===== config.mk =====
export PLATFORM = sky130hd
export DESIGN_NAME = ram_arbiter
export DESIGN_NICKNAME = d
export VERILOG_FILES = /design/src/rtl/ram_arb_pkg.sv /design/src/rtl/rr_arb2.sv /design/src/rtl/ram_arbiter.sv
export SDC_FILE = /design/constraint.sdc
export NUM_CORES = 1
export LEC_CHECK = 0
export ABC_AREA = 1
export ABC_CLOCK_PERIOD_IN_PS = 2300
export BUFFER_PORTS_ARGS = -buffer_cell sky130_fd_sc_hd__clkbuf_2
export CORE_MARGIN = 3
export CORE_UTILIZATION = 42
export DETAILED_ROUTE_END_ITERATION = 8
export GPL_ROUTABILITY_DRIVEN = 0
export MAX_ROUTING_LAYER = met4
export PLACE_DENSITY = 0.89
export SKIP_LAST_GASP = 1
export SYNTH_ARGS = -nofsm -noshare
export SYNTH_HDL_FRONTEND = slang
export SYNTH_HIERARCHICAL = 1
export SYNTH_SLANG_ARGS = --single-unit

===== constraint.sdc =====
create_clock -name clk -period 2.3 [get_ports clk]
set_clock_uncertainty 0.2 [all_clocks]
set_input_delay 0.23 -clock clk [delete_from_list [all_inputs] [get_ports clk]]
set_output_delay 0.23 -clock clk [all_outputs]
set_load 0.05 [all_outputs]

===== src/rtl/ram_arb_pkg.sv =====
// Shared defaults and types for the two-master RAM arbiter.
package ram_arb_pkg;

  localparam int unsigned ADDR_W_DEF = 5;
  localparam int unsigned DATA_W_DEF = 32;

  typedef logic master_id_t;

  // One in-flight read: issued last cycle, data arrives on ram_dout this cycle
  typedef struct packed {
    logic       vld;
    master_id_t id;
  } rd_slot_t;

endpackage


===== src/rtl/rr_arb2.sv =====
// Two-way round-robin selector; the pointer names the master favoured on a tie.
module rr_arb2
  import ram_arb_pkg::*;
(
  input  logic       clk,
  input  logic       reset,
  input  logic [1:0] req,
  output logic [1:0] gnt
);

  master_id_t prio_q;
  master_id_t prio_d;

  // Grant is combinational and forced low while reset is high
  always_comb begin
    gnt    = 2'b00;
    prio_d = prio_q;
    if (!reset) begin
      if (req[0] && req[1]) begin
        gnt = prio_q ? 2'b10 : 2'b01;
      end else begin
        gnt = req;
      end
      if (gnt[0]) begin
        prio_d = 1'b1;
      end else if (gnt[1]) begin
        prio_d = 1'b0;
      end
    end
  end

  always_ff @(posedge clk or posedge reset) begin
    if (reset) begin
      prio_q <= 1'b0;
    end else begin
      prio_q <= prio_d;
    end
  end

endmodule


===== src/rtl/ram_arbiter.sv =====
// Arbitrates two masters onto one synchronous single-port RAM and routes read
// data back to the issuing master two cycles after the grant.
module ram_arbiter
  import ram_arb_pkg::*;
#(
  parameter int unsigned ADDR_W = ADDR_W_DEF,
  parameter int unsigned DATA_W = DATA_W_DEF
) (
  input  logic              clk,
  input  logic              reset,
  input  logic              m0_req,
  input  logic              m0_wen,
  input  logic [ADDR_W-1:0] m0_addr,
  input  logic [DATA_W-1:0] m0_din,
  input  logic              m1_req,
  input  logic              m1_wen,
  input  logic [ADDR_W-1:0] m1_addr,
  input  logic [DATA_W-1:0] m1_din,
  output logic              m0_gnt,
  output logic              m1_gnt,
  output logic [DATA_W-1:0] m0_dout,
  output logic [DATA_W-1:0] m1_dout,
  output logic              m0_valid,
  output logic              m1_valid,
  output logic              ram_cen,
  output logic              ram_wen,
  output logic [ADDR_W-1:0] ram_addr,
  output logic [DATA_W-1:0] ram_din,
  input  logic [DATA_W-1:0] ram_dout
);

  logic [1:0] gnt;
  rd_slot_t   slot_q;

  rr_arb2 u_rr_arb2 (
    .clk   (clk),
    .reset (reset),
    .req   ({m1_req, m0_req}),
    .gnt   (gnt)
  );

  assign m0_gnt = gnt[0];
  assign m1_gnt = gnt[1];

  // Winner's command onto the RAM bus; all zero when nobody is granted
  always_comb begin
    ram_cen  = 1'b0;
    ram_wen  = 1'b0;
    ram_addr = '0;
    ram_din  = '0;
    if (gnt[0]) begin
      ram_cen  = 1'b1;
      ram_wen  = m0_wen;
      ram_addr = m0_addr;
      ram_din  = m0_din;
    end else if (gnt[1]) begin
      ram_cen  = 1'b1;
      ram_wen  = m1_wen;
      ram_addr = m1_addr;
      ram_din  = m1_din;
    end
  end

  // Read-return pipeline: slot tags the issuing master, dout/valid is the second stage
  always_ff @(posedge clk or posedge reset) begin
    if (reset) begin
      slot_q   <= '0;
      m0_dout  <= '0;
      m1_dout  <= '0;
      m0_valid <= 1'b0;
      m1_valid <= 1'b0;
    end else begin
      slot_q.vld <= ram_cen & ~ram_wen;
      slot_q.id  <= master_id_t'(gnt[1]);
      m0_valid   <= slot_q.vld & ~slot_q.id;
      m1_valid   <= slot_q.vld &  slot_q.id;
      if (slot_q.vld && !slot_q.id) begin
        m0_dout <= ram_dout;
      end
      if (slot_q.vld && slot_q.id) begin
        m1_dout <= ram_dout;
      end
    end
  end

endmodule

==> impl_metrics.yaml <==
synth:
  syn_avg_cell_area_um2: 8.55
  ys_seq_elements: 69
  syn_nets: 500
  synth_top_cell_area_share_pct: 52.1
  ys_warn_count: 6
  yosysTopAreaCell: "dfrtp_1"
  ys_seq_area_share_pct: 52.1
  synthesis.area_um2: 3320
  synth.area.top_cells: "dfrtp_1 52%, nand2_1 16%, o21ai_2 8.7%"
  ys_types: 15
  synth_cells: 388
worst_setup_path:
  cp.arrival_ns: 1.74
  crit_fanout: 40
  start_kind: "register"
  worstPathRequired_ns: 1.87
  critical_path_class: "register to primary output"
  end_kind: "primary output"
pwr:
  p_leak_nw: 2.97
  p_per_area_nw_per_um2: 1090
  ir_worst_vdd_v: 0.000457
flow_run:
  max-cap-violations: 0
global_routing:
  grt_max_degree: 69
  grt_pass1_wl_mm: 16.8
  overflow: 0
  grtUsageTotal_pct: 24.8
  grt_pass1_vias: 3526
  antenna_found_initial: 0
status:
  status: "completed"
clock_network:
  ctsLongestPathBuffers: 2
  cts.htree.levels: 3
  worstSkewPairLatency_ns: 0.34
  clk_pin_slew_ns: 0.07
  ctsRootBufferMaster: "clkbuf_8"
  numCtsBuffers: 9
  clock-sinks: 69
  cts_tree: "done"
routing:
  vias: 3547
  totalWireLength_mm: 10.9
  drtIter0Drc: 117
  viasPerCell: 4.81
  wl_per_cell_um: 14.8
  drc_errors: 0
  dr.pass1.iters: 4
  ant_nets: 0
timing:
  rsz0062_at_grt: "false"
  drv_slew: 0
  period_needed_ns: 2.17
  setup_viol: 0
  hold_viol: 0
  worst-slew-pin-transition_ns: 0.540
  setup_tns_ns: 0
  fmax_mhz: 460
  max_slew_margin_pct: 63.9
  fin_crit_sh_pct: 94.4
final_layout:
  final_util_pct: 67.6
  seq_area_um2: 1730
  n_fill_cell: 566
  num_antenna_cells: 0
  fin_nets: 746
  multi_input_area_um2: 1210
  drive_gt1_share_pct: 44.1
  syn_to_final_growth_pct: 51.8
floorplanning:
  die_y_um: 94.9
  dieArea_um2: 9000
  rows: 31
  io_pins: 219
  die-width_um: 94.9
  coreArea_um2: 7450
  start_util_pct: 44.5
placement:
  hpwl_mm: 7.41
  port_buffers: 218
hold_path:
  hold_path_class: "input pin to register"
[power by group]
part | internal (mW) | leakage [nW] | switching, mW | total (mW)
sequential | 1.56 | 0.844 | 0.223 | 1.78
combinational | 0.612 | 2.01 | 2.01 | 2.62
clock | 0.611 | 0.110 | 0.456 | 1.07
[kinds of logic after synthesis]
group	share of synthesized area [%]
DFF	52.1
and+or+nand+nor	22.7
buffers and inverters	11.5
AOI/OAI and AO/OA	13.7
[layout by cell type, fill, tap and decap left out]
cell type	count
a21oi_2	1
buf_12	7
buf_8	1
bufinv_16	2
clkbuf_1	1
clkbuf_2	217
clkbuf_8	9
clkinv_2	2
clkinv_4	2
dfrtp_1	69
dlygate4sd3_1	36
inv_1	36
inv_2	5
nand2_1	143
nand2_2	3
nand3_1	39
nor2_1	2
o21ai_1	31
o21ai_2	33
[registers in the layout, indices dropped and copies added (netlist names)]
register          flops
m0_dout              32
slot_q                2
u_rr_arb2/prio_q      1
m1_valid              1
m1_dout              32
m0_valid              1
[critical path, cell delays in order (launching register included)]
cell and delay, ns:
dfrtp_1 0.40, nand2_1 0.07, nand3_1 0.08, inv_1 0.12, buf_8 0.23, nand2_1 0.11, nand2_1 0.10, clkbuf_2 0.28
[worst paths after layout]
check                                 startpoint                to  slack, ns  cells after the start
worst max-delay path            u_rr_arb2/prio_q       ram_addr[2]       0.13                      7
worst min-delay path                      m0_wen         slot_q[1]     0.0003                      4
worst max register to register  u_rr_arb2/prio_q  u_rr_arb2/prio_q       0.30                      5
worst min register to register       m1_dout[16]       m1_dout[16]       0.29                      2
max in group asynchronous                  reset       m1_dout[12]       1.30                      4
min in group asynchronous                  reset  u_rr_arb2/prio_q       0.07                      3
[stage by stage]
| stage | setup slack (ns) | cells | power (mW) | hold WS, ns | area (um^2) |
|---|---|---|---|---|---|
| floorplan | 0.0815 | 388 | 3.68 | -0.233 | 3320 |
| global placement | 0.446 | 686 | 4.26 | -0.111 | 4450 |
| detailed placement | 0.389 | 686 | 4.33 | -0.104 | 4450 |
| CTS | 0.0251 | 738 | 5.44 | 0.00323 | 5020 |
| global route | 0.0276 | 738 | 5.72 | 0.0175 | 5030 |
| finish | 0.128 | 738 | 5.47 | 0.000317 | 5030 |
[synth_stat cells]
cell      instances
buf_8             2
o21ai_2          33
nand2_2           1
clkbuf_1          1
a21oi_2           1
nand3_1          39
buf_4             7
nor2_1            2
nand2_1         145
o21ai_1          31
buf_2             6
inv_2             4
buf_6            10
inv_1            37
dfrtp_1          69
[metal layers]
metal	wire (um)	track usage, %
met2	5840	46.4
met4	368	11.1
met5	0	-
met1	3810	24.7
met3	867	4.94
[repair_timing]
item,4_1_cts,5_1_grt
setup endpoints to repair,0,39
hold buffers,36,0
setup buffers,0,0
gates resized for setup,0,2
hold endpoints to repair,134,0
[cell type report]
type | instances | area share, %
clock buffers | 10 | 2.54
flip-flops and latches | 69 | 34.3
multi-input cells | 252 | 24.1
well taps | 99 | 2.46
clock inverters | 6 | 1.74
inverters | 41 | 3.06
repair buffers | 261 | 31.8
(Power assumes the default switching activity.)
